$ cat src/rtl/serial_subtractor_8bit.sv
`timescale 1ns/1ps
`default_nettype none
// ============================================================================
// Module   : serial_subtractor_8bit
// Brief    : Bit-serial subtractor, diff = a - b - borrow_in, LSB first, with a
//            start/busy/done handshake. Optional macro SUB_SIGNED_OVF_EN adds
//            the ovf_signed output.
// Revision : 1.0 - initial release
// ============================================================================
module serial_subtractor_8bit #(
    parameter int NUM_BITS = 8
) (
    input  logic                clk,
    input  logic                rst,
    input  logic                start,
    input  logic [NUM_BITS-1:0] a,
    input  logic [NUM_BITS-1:0] b,
    input  logic                borrow_in,
    output logic                busy,
    output logic                done,
    output logic [NUM_BITS-1:0] diff,
    output logic                underflow
`ifdef SUB_SIGNED_OVF_EN
    ,
    output logic                ovf_signed
`endif
);

    localparam int            CW      = $clog2(NUM_BITS);
    localparam logic [CW-1:0] C_LAST  = CW'(NUM_BITS - 1);

    localparam logic [1:0] S_IDLE  = 2'd0;
    localparam logic [1:0] S_SHIFT = 2'd1;
    localparam logic [1:0] S_DONE  = 2'd2;

    logic [1:0]          state_q, state_d;
    logic [NUM_BITS-1:0] sa_q, sa_d;
    logic [NUM_BITS-1:0] sb_q, sb_d;
    logic                br_q, br_d;
    logic [CW-1:0]       cnt_q, cnt_d;
    // Only NUM_BITS-1 result bits are kept; the final bit goes straight to diff.
    logic [NUM_BITS-2:0] res_q, res_d;
    logic [NUM_BITS-1:0] diff_q, diff_d;
    logic                underflow_q, underflow_d;

    logic accept;
    logic last;
    logic bit_w;
    logic br_next;

    assign accept  = start && (state_q != S_SHIFT);
    assign last    = (state_q == S_SHIFT) && (cnt_q == C_LAST);
    assign bit_w   = sa_q[0] ^ sb_q[0] ^ br_q;
    assign br_next = (~sa_q[0] & sb_q[0]) | (~(sa_q[0] ^ sb_q[0]) & br_q);

    // State register
    always_ff @(posedge clk or posedge rst) begin
        if (rst) begin
            state_q <= S_IDLE;
        end else begin
            state_q <= state_d;
        end
    end

    // Next-state logic
    always_comb begin
        state_d = state_q;
        case (state_q)
            S_IDLE:  if (start) state_d = S_SHIFT;
            S_SHIFT: if (cnt_q == C_LAST) state_d = S_DONE;
            S_DONE:  state_d = start ? S_SHIFT : S_IDLE;
            default: state_d = S_IDLE;
        endcase
    end

    // Output logic
    always_comb begin
        busy = (state_q == S_SHIFT);
        done = (state_q == S_DONE);
    end

    always_comb begin
        sa_d        = sa_q;
        sb_d        = sb_q;
        br_d        = br_q;
        cnt_d       = cnt_q;
        res_d       = res_q;
        diff_d      = diff_q;
        underflow_d = underflow_q;
        if (accept) begin
            sa_d  = a;
            sb_d  = b;
            br_d  = borrow_in;
            cnt_d = '0;
            res_d = '0;
        end else if (state_q == S_SHIFT) begin
            sa_d  = {1'b0, sa_q[NUM_BITS-1:1]};
            sb_d  = {1'b0, sb_q[NUM_BITS-1:1]};
            br_d  = br_next;
            res_d = {bit_w, res_q} >> 1;
            cnt_d = cnt_q + 1'b1;
            if (last) begin
                diff_d      = {bit_w, res_q};
                underflow_d = br_next;
                cnt_d       = '0;
            end
        end
    end

    always_ff @(posedge clk or posedge rst) begin
        if (rst) begin
            sa_q        <= '0;
            sb_q        <= '0;
            br_q        <= 1'b0;
            cnt_q       <= '0;
            res_q       <= '0;
            diff_q      <= '0;
            underflow_q <= 1'b0;
        end else begin
            sa_q        <= sa_d;
            sb_q        <= sb_d;
            br_q        <= br_d;
            cnt_q       <= cnt_d;
            res_q       <= res_d;
            diff_q      <= diff_d;
            underflow_q <= underflow_d;
        end
    end

    assign diff      = diff_q;
    assign underflow = underflow_q;

`ifdef SUB_SIGNED_OVF_EN
    // Operand MSBs are kept because sa/sb have shifted them out by completion.
    logic a_msb_q, a_msb_d;
    logic b_msb_q, b_msb_d;
    logic ovf_q, ovf_d;

    always_comb begin
        a_msb_d = a_msb_q;
        b_msb_d = b_msb_q;
        ovf_d   = ovf_q;
        if (accept) begin
            a_msb_d = a[NUM_BITS-1];
            b_msb_d = b[NUM_BITS-1];
        end else if (last) begin
            ovf_d = (a_msb_q != b_msb_q) && (bit_w != a_msb_q);
        end
    end

    always_ff @(posedge clk or posedge rst) begin
        if (rst) begin
            a_msb_q <= 1'b0;
            b_msb_q <= 1'b0;
            ovf_q   <= 1'b0;
        end else begin
            a_msb_q <= a_msb_d;
            b_msb_q <= b_msb_d;
            ovf_q   <= ovf_d;
        end
    end

    assign ovf_signed = ovf_q;
`endif

endmodule
`default_nettype wire
$ cat config.mk
export PLATFORM = sky130hd
export DESIGN_NAME = serial_subtractor_8bit
export DESIGN_NICKNAME = d
export VERILOG_FILES = /design/src/rtl/serial_subtractor_8bit.sv
export SDC_FILE = /design/constraint.sdc
export NUM_CORES = 1
export LEC_CHECK = 0
export ABC_AREA = 1
export BUFFER_PORTS_ARGS = -buffer_cell sky130_fd_sc_hd__buf_2
export CAP_MARGIN = 0
export CORE_ASPECT_RATIO = 0.6
export CORE_UTILIZATION = 35
export DETAILED_ROUTE_END_ITERATION = 8
export PLACE_DENSITY = 0.57
export SLEW_MARGIN = 20
export SYNTH_ARGS = -nofsm -noshare
export SYNTH_HDL_FRONTEND = slang
export SYNTH_SLANG_ARGS = --single-unit
$ cat constraint.sdc
create_clock -name clk -period 1.5 [get_ports clk]
set_clock_uncertainty 0.15 [all_clocks]
set_input_delay 0 -clock clk [delete_from_list [all_inputs] [get_ports clk]]
set_output_delay 0 -clock clk [all_outputs]
set_load 0.02 [all_outputs]
# --- Word level (Yosys, flattened, before mapping) ---
# Cells that the tools add are included.
word_totals:
  n_memories: 0
  latchBits: 0
  ff_bits: 38
  mem_bits_ro: 0
  out_inout_bits: 11
  ram_bits: 0
op_classes:
  n_mul: 0
  order_cmp: 0
  mux: 15
  eq_ne: 6
  add_sub_neg: 1
  n_reduce_logical: 6
  n_shift: 0
  div: 0
  bitwise_logic: 8
ops:
  columns: ["operator", "count"]
  rows:
  - ["8-bit two-way mux", 4]
  - ["7-bit two-way mux", 2]
  - ["3-bit two-way mux", 3]
  - ["2-bit one-hot mux with 3 select lines", 1]
  - ["2-bit two-way mux", 2]
  - ["2-bit by 1-bit != test with 1-bit output (second input constant)", 2]
  - ["3-bit by 1-bit adder with 3-bit output (second input constant)", 1]
  - ["3-bit equality test (second input constant)", 1]
  - ["1-bit two-way mux", 3]
  - ["1-bit NOT", 3]
  - ["3-bit AND reduction", 1]
  - ["1-bit AND", 2]
  - ["2-bit by 1-bit equality test with 1-bit output (second input constant)", 1]
  - ["2-bit equality test (second input constant)", 1]
  - ["1-bit logical AND", 2]
  - ["2-bit logical NOT", 1]
  - ["2-bit != test (second input constant)", 1]
  - ["2-bit AND reduction", 1]
  - ["2-bit nonzero test", 1]
  - ["1-bit XOR", 2]
  - ["1-bit OR", 1]

# --- Longest topological paths before layout ---
# Gate-level depths: netlist (run 1).
logic_depth:
  word_depth: 6
  ltp_mapped: 6

# --- Worst setup path after synthesis (run 1) ---
# Ideal clock, no wire load.
synth_timing:
  kind: "register to register"
  start: "register cnt_q[0]"
  end: "register underflow_q (netlist: underflow)"
  period_less_slack_ps: 1355
  required_time_ps: 1233
  path_stages_with_launch: 7
  t_arrival_ps: 1088
  path_slack_ps: 145
  cell_sequence: "dfrtp_1 > ha_1 > ha_1 > inv_1 > nor2_8 > nand2_1 > nand2_1"
synth_between:
  elab_chain_len: 3
synth_rtl:
  columns: ["element", "line", "rtl"]
  rows:
  - ["from (decl)", "40", "logic [CW-1:0] cnt_q, cnt_d;"]
  - ["from (signal assigned)", "123", "cnt_q <= cnt_d;"]
  - ["3-bit equality test", "52", "assign last = (state_q == S_SHIFT) && (cnt_q == C_LAST);"]
  - ["1-bit logical AND", "52", null]
  - ["3-bit AND reduction (no source line)", null, null]
  - ["to (signal assigned)", "126", "underflow_q <= underflow_d;"]
  - ["to (decl)", "44", "logic underflow_q, underflow_d;"]
# No other way between the ends.
# A chain may end at the register's enable or synchronous reset.

# --- Final worst setup path (run 1) ---
layout_timing:
  start: "register cnt_q[0]"
  end: "register diff_q[1] (netlist: diff[1])"
layout_between:
  elab_chain_len: 3
layout_rtl:
  columns: ["element", "line", "rtl"]
  rows:
  - ["3-bit equality test", "52", null]
  - ["1-bit logical AND", "52", null]
  - ["3-bit AND reduction (no source line)", null, null]
  - ["to (signal assigned)", "125", "diff_q <= diff_d;"]
  - ["to (decl)", "43", "logic [NUM_BITS-1:0] diff_q, diff_d;"]
# No other way between the ends.

==> results of run 1 <==
-- layer usage --
| layer | global-route usage (%) | vias up | wire, µm |
|---|---|---|---|
| li1 | - | 713 | - |
| met1 | 23.1 | 661 | 2020 |
| met2 | 21.3 | 24 | 1520 |
| met3 | 4.40 | 7 | 152 |
| met4 | 6.59 | 0 | 61 |
| met5 | 0 | - | 0 |
-- worst max-delay path by stage --
| stage | start | end | cells past startpoint |
|---|---|---|---|
| after CTS | cnt_q[0]$_DFFE_PP0P_ | diff[1]$_DFFE_PP0P_ | 6 |
| after global placement | cnt_q[0]$_DFFE_PP0P_ | underflow$_DFFE_PP0P_ | 6 |
| after detailed placement | cnt_q[0]$_DFFE_PP0P_ | underflow$_DFFE_PP0P_ | 6 |
| final | cnt_q[0]$_DFFE_PP0P_ | diff[1]$_DFFE_PP0P_ | 6 |
| after floorplan | cnt_q[0]$_DFFE_PP0P_ | underflow$_DFFE_PP0P_ | 6 |
| after global routing | cnt_q[0]$_DFFE_PP0P_ | diff[7]$_DFFE_PP0P_ | 6 |
-- flip-flops by register name, indices dropped and copies added (netlist names) --
register	count
res_q	7
underflow	1
diff	8
sb_q	8
sa_q	8
br_q	1
cnt_q	3
state_q	2
-- area by class of cell --
class	count	area (µm²)
well taps	63	78.8
fillers	465	2420
flip-flops and latches	38	951
multi-input cells	128	678
clock buffers	8	110
repair buffers	55	425
inverters	12	45.0
-- timing repair --
action,CTS,global route
hold buffers,19,0
endpoints found under the setup margin,0,20
gates resized for setup,0,2
endpoints found under the hold margin,55,0
-- kinds of logic (layout without fill, tap and decap cells) --
group / Yosys count / in the layout
simple gates: 118 / 118
flops: 38 / 38
buf+inv: 23 / 75
compound gates: 7 / 7
fa+ha+maj: 3 / 3
-- critical path, stage by stage, from the launching register on --
cell	delay, ps
dfrtp_1	400
ha_1	210
ha_2	200
inv_1	140
nor2_8	70
nand2_1	70
nand2_1	50
-- placed cells by master (no fill, tap or decap), types with 8 or more instances in the layout --
| cell type | n |
|---|---|
| nand3_1 | 48 |
| inv_1 | 9 |
| buf_2 | 29 |
| clkbuf_8 | 8 |
| nand2_1 | 56 |
| nand3_2 | 8 |
| dfrtp_1 | 38 |
| dlygate4sd3_1 | 19 |
-- stage by stage --
| stage | utilization [%] | instance area (µm²) | total power (µW) | hold slack [ps] | worst slack, ps |
|---|---|---|---|---|---|
| floorplan | - | 1760 | 3000 | -12.0 | 145 |
| global placement | 42.1 | 1980 | 3400 | -8.88 | 97.8 |
| detailed placement | 42.1 | 1980 | 3410 | -2.09 | 54.9 |
| CTS | 48.5 | 2280 | 4290 | 226 | 42.4 |
| global route | 48.6 | 2290 | 4600 | 277 | 4.53 |
| finish | 48.6 | 2290 | 4240 | 211 | 97.8 |
-- where the power goes --
group | switching (µW) | internal (µW)
logic | 1020 | 675
registers | 264 | 1460
clock network | 356 | 464
==> results.yml, run 1 <==
run_status:
  status: "finished clean"
place:
  dp_hpwl_mm: 2.38
  place_inst: 277
  port_buffers: 30
  place.gp.congestion: 0.697
power:
  power_density_mw_per_mm2: 1850
  ir_drop_v: 0.000500
  power.leakage_uw: 0.00115
synthesis:
  synth_commonest_cells: "nand2_1 (56), nand3_1 (48), dfrtp_1 (38), inv_1 (9), nand3_2 (8)"
  synth_top_family_by_area: "simple AND/OR/NAND/NOR gates"
  synth_seq_cells: 38
  synth_top_area_share_pct: 53.9
  syn_inst: 189
  yosysMostFrequentCell: "nand2_1"
  synth-seq-area-share_pct: 53.9
  yosysWarnings: 0
  synth_flop_cell: "dfrtp_1"
  synth_compound_area_share_pct: 2.48
  syn_area_mm2: 0.00176
  synthMuxAreaShare_pct: 0
  synthesis.nets: 212
  synth_simple_gate_area_share_pct: 33.3
  syn_area_per_cell_um2: 9.33
  synth-xor-area-share_pct: 0
  synth_top_area_cell: "dfrtp_1"
  async_flop_share_pct: 100
  synth_area_leaders: "dfrtp_1 (54%), nand3_1 (14%), nand2_1 (12%)"
  synth_edf_count: 0
  ys_types: 22
  synthAdderAreaFrac_pct: 2.56
routing:
  drt-pass1-iter-count: 4
  via_per_inst: 4.62
  wire_per_inst_um: 12.4
  vias: 1405
  drtAntennaViolNets: 0
  drt-total-wl_mm: 3.76
  drc_errors: 0
  drtIter0Drc: 49
timing:
  period_share_pct: 93.5
  fmax_mhz: 713
  relSlewSlack_pct: 67.7
  tns_ps: 0
  rsz0062_at_grt: "no"
  hold_viol: 0
  timing.final.crit_period_ps: 1400
  worstMarginPinSlew_ps: 484
  finalSetupViolations: 0
  finalMaxSlewViolations: 0
clock_tree:
  clk_pin_slew_worst_paths_ps: 70
  postCtsSetupRepairBufs: 0
  tritoncts: "built"
  cts_buffers: 5
  cts_root_buffer: "clkbuf_8"
  clock_latency_ps: 290
  cts.sinks: 38
  ctsHtreeMaxLevel: 2
  clockBufferDepth: 2
critical_path:
  worst-r2r-cell-count: 6
  crit_fanout: 10
  reg2reg_from: "cnt_q[0]$_DFFE_PP0P_"
  regToRegEndpoint: "diff[1]$_DFFE_PP0P_"
  critical_path_required_ps: 1540
  ff2ff_setup_slack_ps: 100
  start_kind: "flop"
  end_kind: "flop"
  cp.arrival_ps: 1440
  crit_type: "reg2reg"
cells_and_area:
  diodes: 0
  stdcell_count: 304
  layout-drive-gt1-share_pct: 25.7
  area_growth_pct: 29.8
  nNetsFinal: 263
floorplan:
  initial_core_util_pct: 37.5
  dieArea_mm2: 0.00533
  rows: 19
  fp.dieW_um: 93.6
  core_area_mm2: 0.00471
  die_h_um: 57.0
  pin_count: 31
global_route:
  grt_pass1_wl_mm: 6.28
  antenna_found_initial: 0
  first_global_vias: 1309
  overflow: 0
  grt_usage_pct: 15.6
  grt_max_degree: 39
job:
  cap_violations: 0
hold_path:
  worst_hold_path_type: "in2async"
Note: power is estimated with default switching activity, not from simulation.
==> inputs of run 2 (changes only) <==
--- a/config.mk
+++ b/config.mk
@@ -8,7 +8,7 @@
 export ABC_AREA = 1
 export BUFFER_PORTS_ARGS = -buffer_cell sky130_fd_sc_hd__buf_2
 export CAP_MARGIN = 0
-export CORE_ASPECT_RATIO = 0.6
+export CORE_ASPECT_RATIO = 1.4
 export CORE_UTILIZATION = 35
 export DETAILED_ROUTE_END_ITERATION = 8
 export PLACE_DENSITY = 0.57
==> results.yml, run 2 (synthesis gave the netlist of run 1 again) <==
global_route:
  antenna_found_initial: 0
  overflow: 0
  grt_pass1_wl_mm: 6.20
  first_global_vias: 1372
  grt_usage_pct: 15.9
  grt_max_degree: 39
critical_path:
  cp.arrival_ps: 1230
  end_kind: "output port"
  crit_fanout: 21
  critical_path_required_ps: 1350
  crit_type: "reg2out"
  start_kind: "flop"
floorplan:
  dieArea_mm2: 0.00533
  rows: 30
  fp.dieW_um: 62.0
  core_area_mm2: 0.00484
  initial_core_util_pct: 36.4
  pin_count: 31
  die_h_um: 86.0
cells_and_area:
  diodes: 0
  final_common_cell: "nand2_1"
  nNetsFinal: 261
  layout-drive-gt1-share_pct: 24.8
  area_growth_pct: 26.8
  mostFrequentLayoutCells: "nand2_1 (56), nand3_1 (48), dfrtp_1 (37)"
timing:
  period_share_pct: 91.9
  timing.final.crit_period_ps: 1380
  worstMarginPinSlew_ps: 492
  relSlewSlack_pct: 67.2
  fmax_mhz: 725
  hold_viol: 0
  rsz0062_at_grt: "no"
  tns_ps: 0
  finalMaxSlewViolations: 0
  finalSetupViolations: 0
power:
  ir_drop_v: 0.000718
  total_power_uw: 4070
  power.leakage_uw: 0.00112
  power_density_mw_per_mm2: 1820
routing:
  drt-pass1-iter-count: 4
  vias: 1420
  drc_errors: 0
  drtAntennaViolNets: 0
  via_per_inst: 4.70
  drtIter0Drc: 56
  wire_per_inst_um: 12.2
  drt-total-wl_mm: 3.68
run_status:
  status: "finished clean"
clock_tree:
  clockBufferDepth: 2
  clock_latency_ps: 290
  cts_root_buffer: "clkbuf_8"
  cts_buffers: 5
  clk_pin_slew_worst_paths_ps: 70
  cts.sinks: 38
  tritoncts: "built"
  ctsHtreeMaxLevel: 2
  postCtsSetupRepairBufs: 0
job:
  cap_violations: 0
place:
  dp_hpwl_mm: 2.22
  place.gp.congestion: 0.738
  port_buffers: 30
hold_path:
  worst_hold_path_type: "in2reg"
-- run 2: per-stage QoR --
stage | instances | utilization, % | cell area [µm²] | hold slack (ps) | worst slack, ps
global route | 302 | 46.1 | 2230 | 61.6 | 38.7
detailed placement | 277 | 40.8 | 1980 | -6.41 | 74.6
floorplan | 189 | - | 1760 | -12.0 | 145
global placement | 277 | 40.8 | 1980 | -8.48 | 110
finish | 302 | 46.1 | 2230 | 55.9 | 121
CTS | 302 | 46.1 | 2230 | 43.6 | 49.7
-- run 2: path summary, 6_finish.rpt --
| check | from | end | slack, ps | cells past startpoint |
|---|---|---|---|---|
| setup reg to reg | cnt_q[0]$_DFFE_PP0P_ | diff[0]$_DFFE_PP0P_ | 120 | 6 |
| setup / recovery | state_q[0]$_DFFE_PP0P_ | busy | 120 | 4 |
| hold reg to reg | res_q[1]$_DFFE_PP0P_ | diff[1]$_DFFE_PP0P_ | 320 | 2 |
| min in group asynchronous | rst | br_q$_DFFE_PP0P_ | 220 | 4 |
| max in group asynchronous | rst | state_q[0]$_DFFE_PP0P_ | 610 | 4 |
| hold / removal | start | sb_q[7]$_DFFE_PP0P_ | 60 | 4 |
-- run 2: worst max-delay path: stages (launching register included) --
cell     delay [ps]
dfrtp_2         410
inv_2            60
nor2_4          120
buf_12          170
buf_2           180
-- run 2: timing repair --
action | CTS | global route
hold buffers | 18 | 0
resized for setup | 0 | 2
setup endpoints to repair | 0 | 3
hold endpoints to repair | 55 | 0
-- run 2: power by group --
| group | total [µW] | leakage, µW | internal (µW) | switching (µW) |
|---|---|---|---|---|
| clock network | 657 | 0.0000383 | 320 | 337 |
| registers | 1720 | 0.000483 | 1460 | 256 |
| logic | 1690 | 0.000597 | 686 | 1010 |
| total | 4070 | 0.00112 | 2470 | 1600 |
-- run 2: final cells by class --
cell class / instances / area, µm²
flip-flops and latches: 38 / 952
fillers: 492 / 2610
multi-input cells: 128 / 676
well taps: 64 / 80.1
inverters: 12 / 45.0
repair buffers: 53 / 405
clock buffers: 7 / 76.3
-- run 2: metal layers --
metal	GRT usage [%]	part of all wire, %	vias to the layer above
met5	0	0	-
met4	4.24	1.3	0
met3	4.52	3.2	5
met2	26.3	51	29
met1	19.6	44	676
li1	-	-	710
==> inputs of run 3 (changes only) <==
--- a/config.mk
+++ b/config.mk
@@ -8,7 +8,8 @@
 export ABC_AREA = 1
 export BUFFER_PORTS_ARGS = -buffer_cell sky130_fd_sc_hd__buf_2
 export CAP_MARGIN = 0
-export CORE_ASPECT_RATIO = 1.4
+export CORE_ASPECT_RATIO = 0.75
+export CORE_MARGIN = 2
 export CORE_UTILIZATION = 35
 export DETAILED_ROUTE_END_ITERATION = 8
 export PLACE_DENSITY = 0.57
==> results.yml, run 3 (synthesis gave the netlist of run 1 again) <==
routing:
  drtIter0Drc: 74
  drt-pass1-iter-count: 5
  drtAntennaViolNets: 0
  via_per_inst: 4.66
  drt-total-wl_mm: 3.64
  drc_errors: 0
  vias: 1418
  wire_per_inst_um: 12.0
job:
  cap_violations: 0
hold_path:
  worst_hold_path_type: "in2async"
cells_and_area:
  fin_util_pct: 47.1
  layout-drive-gt1-share_pct: 26.6
  nNetsFinal: 266
  area_growth_pct: 30.1
  mostFrequentLayoutCells: "nand2_1 (56), nand3_1 (48), dfrtp_1 (37)"
  diodes: 0
  final_common_cell: "nand2_1"
  stdcell_count: 304
power:
  power_switching_share_pct: 37.4
  power_density_mw_per_mm2: 1920
  switchingPower_uw: 1640
  ir_drop_v: 0.000705
  pwr-share-comb_pct: 36.8
  pwr-share-clk_pct: 24.1
  power.leakage_uw: 0.00116
  p_int_uw: 2750
  seq_power_share_pct: 39.1
clock_tree:
  clk_pin_slew_worst_paths_ps: 80
  postCtsSetupRepairBufs: 0
  cts_root_buffer: "clkbuf_8"
  cts_buffers: 5
  ctsHtreeMaxLevel: 2
  tritoncts: "built"
  clockBufferDepth: 2
  cts.sinks: 38
  clock_latency_ps: 290
timing:
  timing.final.crit_period_ps: 1420
  relSlewSlack_pct: 67.7
  rsz0062_at_grt: "no"
  tns_ps: 0
  finalMaxSlewViolations: 0
  finalSetupViolations: 0
  hold_viol: 0
  fmax_mhz: 703
  worstMarginPinSlew_ps: 485
  period_share_pct: 94.9
critical_path:
  reg2reg_from: "cnt_q[0]$_DFFE_PP0P_"
  startpoint: "cnt_q[0]$_DFFE_PP0P_"
  max_stage_delay_ps: 400
  crit_fanout: 10
  start_kind: "flop"
  critical_path_required_ps: 1540
  path_delay_family: "adder cells"
  crit_chain: "ha_1 > ha_1 > inv_1 > nor2_8 > nand2_1 > nand2_1"
  end_kind: "flop"
  worst-path-buf-inv: 1
  crit_type: "reg2reg"
  slowest_stage: "dfrtp_1"
  cp.arrival_ps: 1470
floorplan:
  fp.dieW_um: 86.0
  rows: 22
  pin_count: 31
  initial_core_util_pct: 36.2
  dieArea_mm2: 0.00563
  die_h_um: 65.5
  core_area_mm2: 0.00487
global_route:
  antenna_found_initial: 0
  grt_pass1_wl_mm: 6.50
  grt_max_degree: 39
  overflow: 0
  first_global_vias: 1395
  grt_usage_pct: 14.8
place:
  dp_hpwl_mm: 2.30
  place.gp.congestion: 0.688
  port_buffers: 30
  place_inst: 277
run_status:
  status: "finished clean"
==> run 3: final cells by class <==
cell class              count  area [µm²]
inverters                  12        45.0
clock inverters             3        68.8
well taps                  60        75.1
multi-input cells         128         676
clock buffers               5        68.8
fillers                   468        2580
repair buffers             58         408
flip-flops and latches     38         952
==> run 3: what timing repair did <==
| item | in CTS | in global routing |
|---|---|---|
| gates resized for setup | 0 | 1 |
| endpoints found under the setup margin | 0 | 1 |
| hold buffers | 19 | 0 |
| hold endpoints to repair | 57 | 0 |
==> run 3: path summary, 6_finish.rpt <==
kind | to | slack [ps] | cells past startpoint
worst max-delay path | diff[7]$_DFFE_PP0P_ | 80 | 6
worst min-delay path | diff[6]$_DFFE_PP0P_ | 220 | 4
worst max register to register | diff[7]$_DFFE_PP0P_ | 80 | 6
worst min register to register | underflow$_DFFE_PP0P_ | 320 | 2
max in group asynchronous | state_q[0]$_DFFE_PP0P_ | 620 | 4
min in group clk | underflow$_DFFE_PP0P_ | 320 | 2
==> run 3: per-stage QoR <==
stage,setup slack [ps],cell area (µm²),total power [µW],hold WS (ps)
final,77.0,2290,4400,218
after global routing,2.24,2290,4770,287
after CTS,24.6,2290,4450,226
after detailed placement,72.2,1960,3340,-0.702
after global placement,108,1960,3320,-5.09
after floorplan,145,1760,3000,-12.0
==> run 3: power by group through the flow <==
stage | clock [µW] | sequential, µW | combinational, µW
CTS | 1080 | 1720 | 1640
detailed placement | 0 | 1740 | 1600
global route | 1140 | 1780 | 1850
floorplan | 0 | 1840 | 1160
global placement | 0 | 1730 | 1590
finish | 1060 | 1720 | 1620
==> run 3: tightest hold or removal path: cells and delay by family <==
family	cells	cell delay [ps]
buffers and inverters	4	1100
==> run 3: per-layer routing <==
metal	track usage (%)	up-vias	wire length, µm
li1	-	720	-
met1	20.6	671	1820
met5	0	-	0
met3	3.39	5	144
met2	22.5	22	1630
met4	5.36	0	45
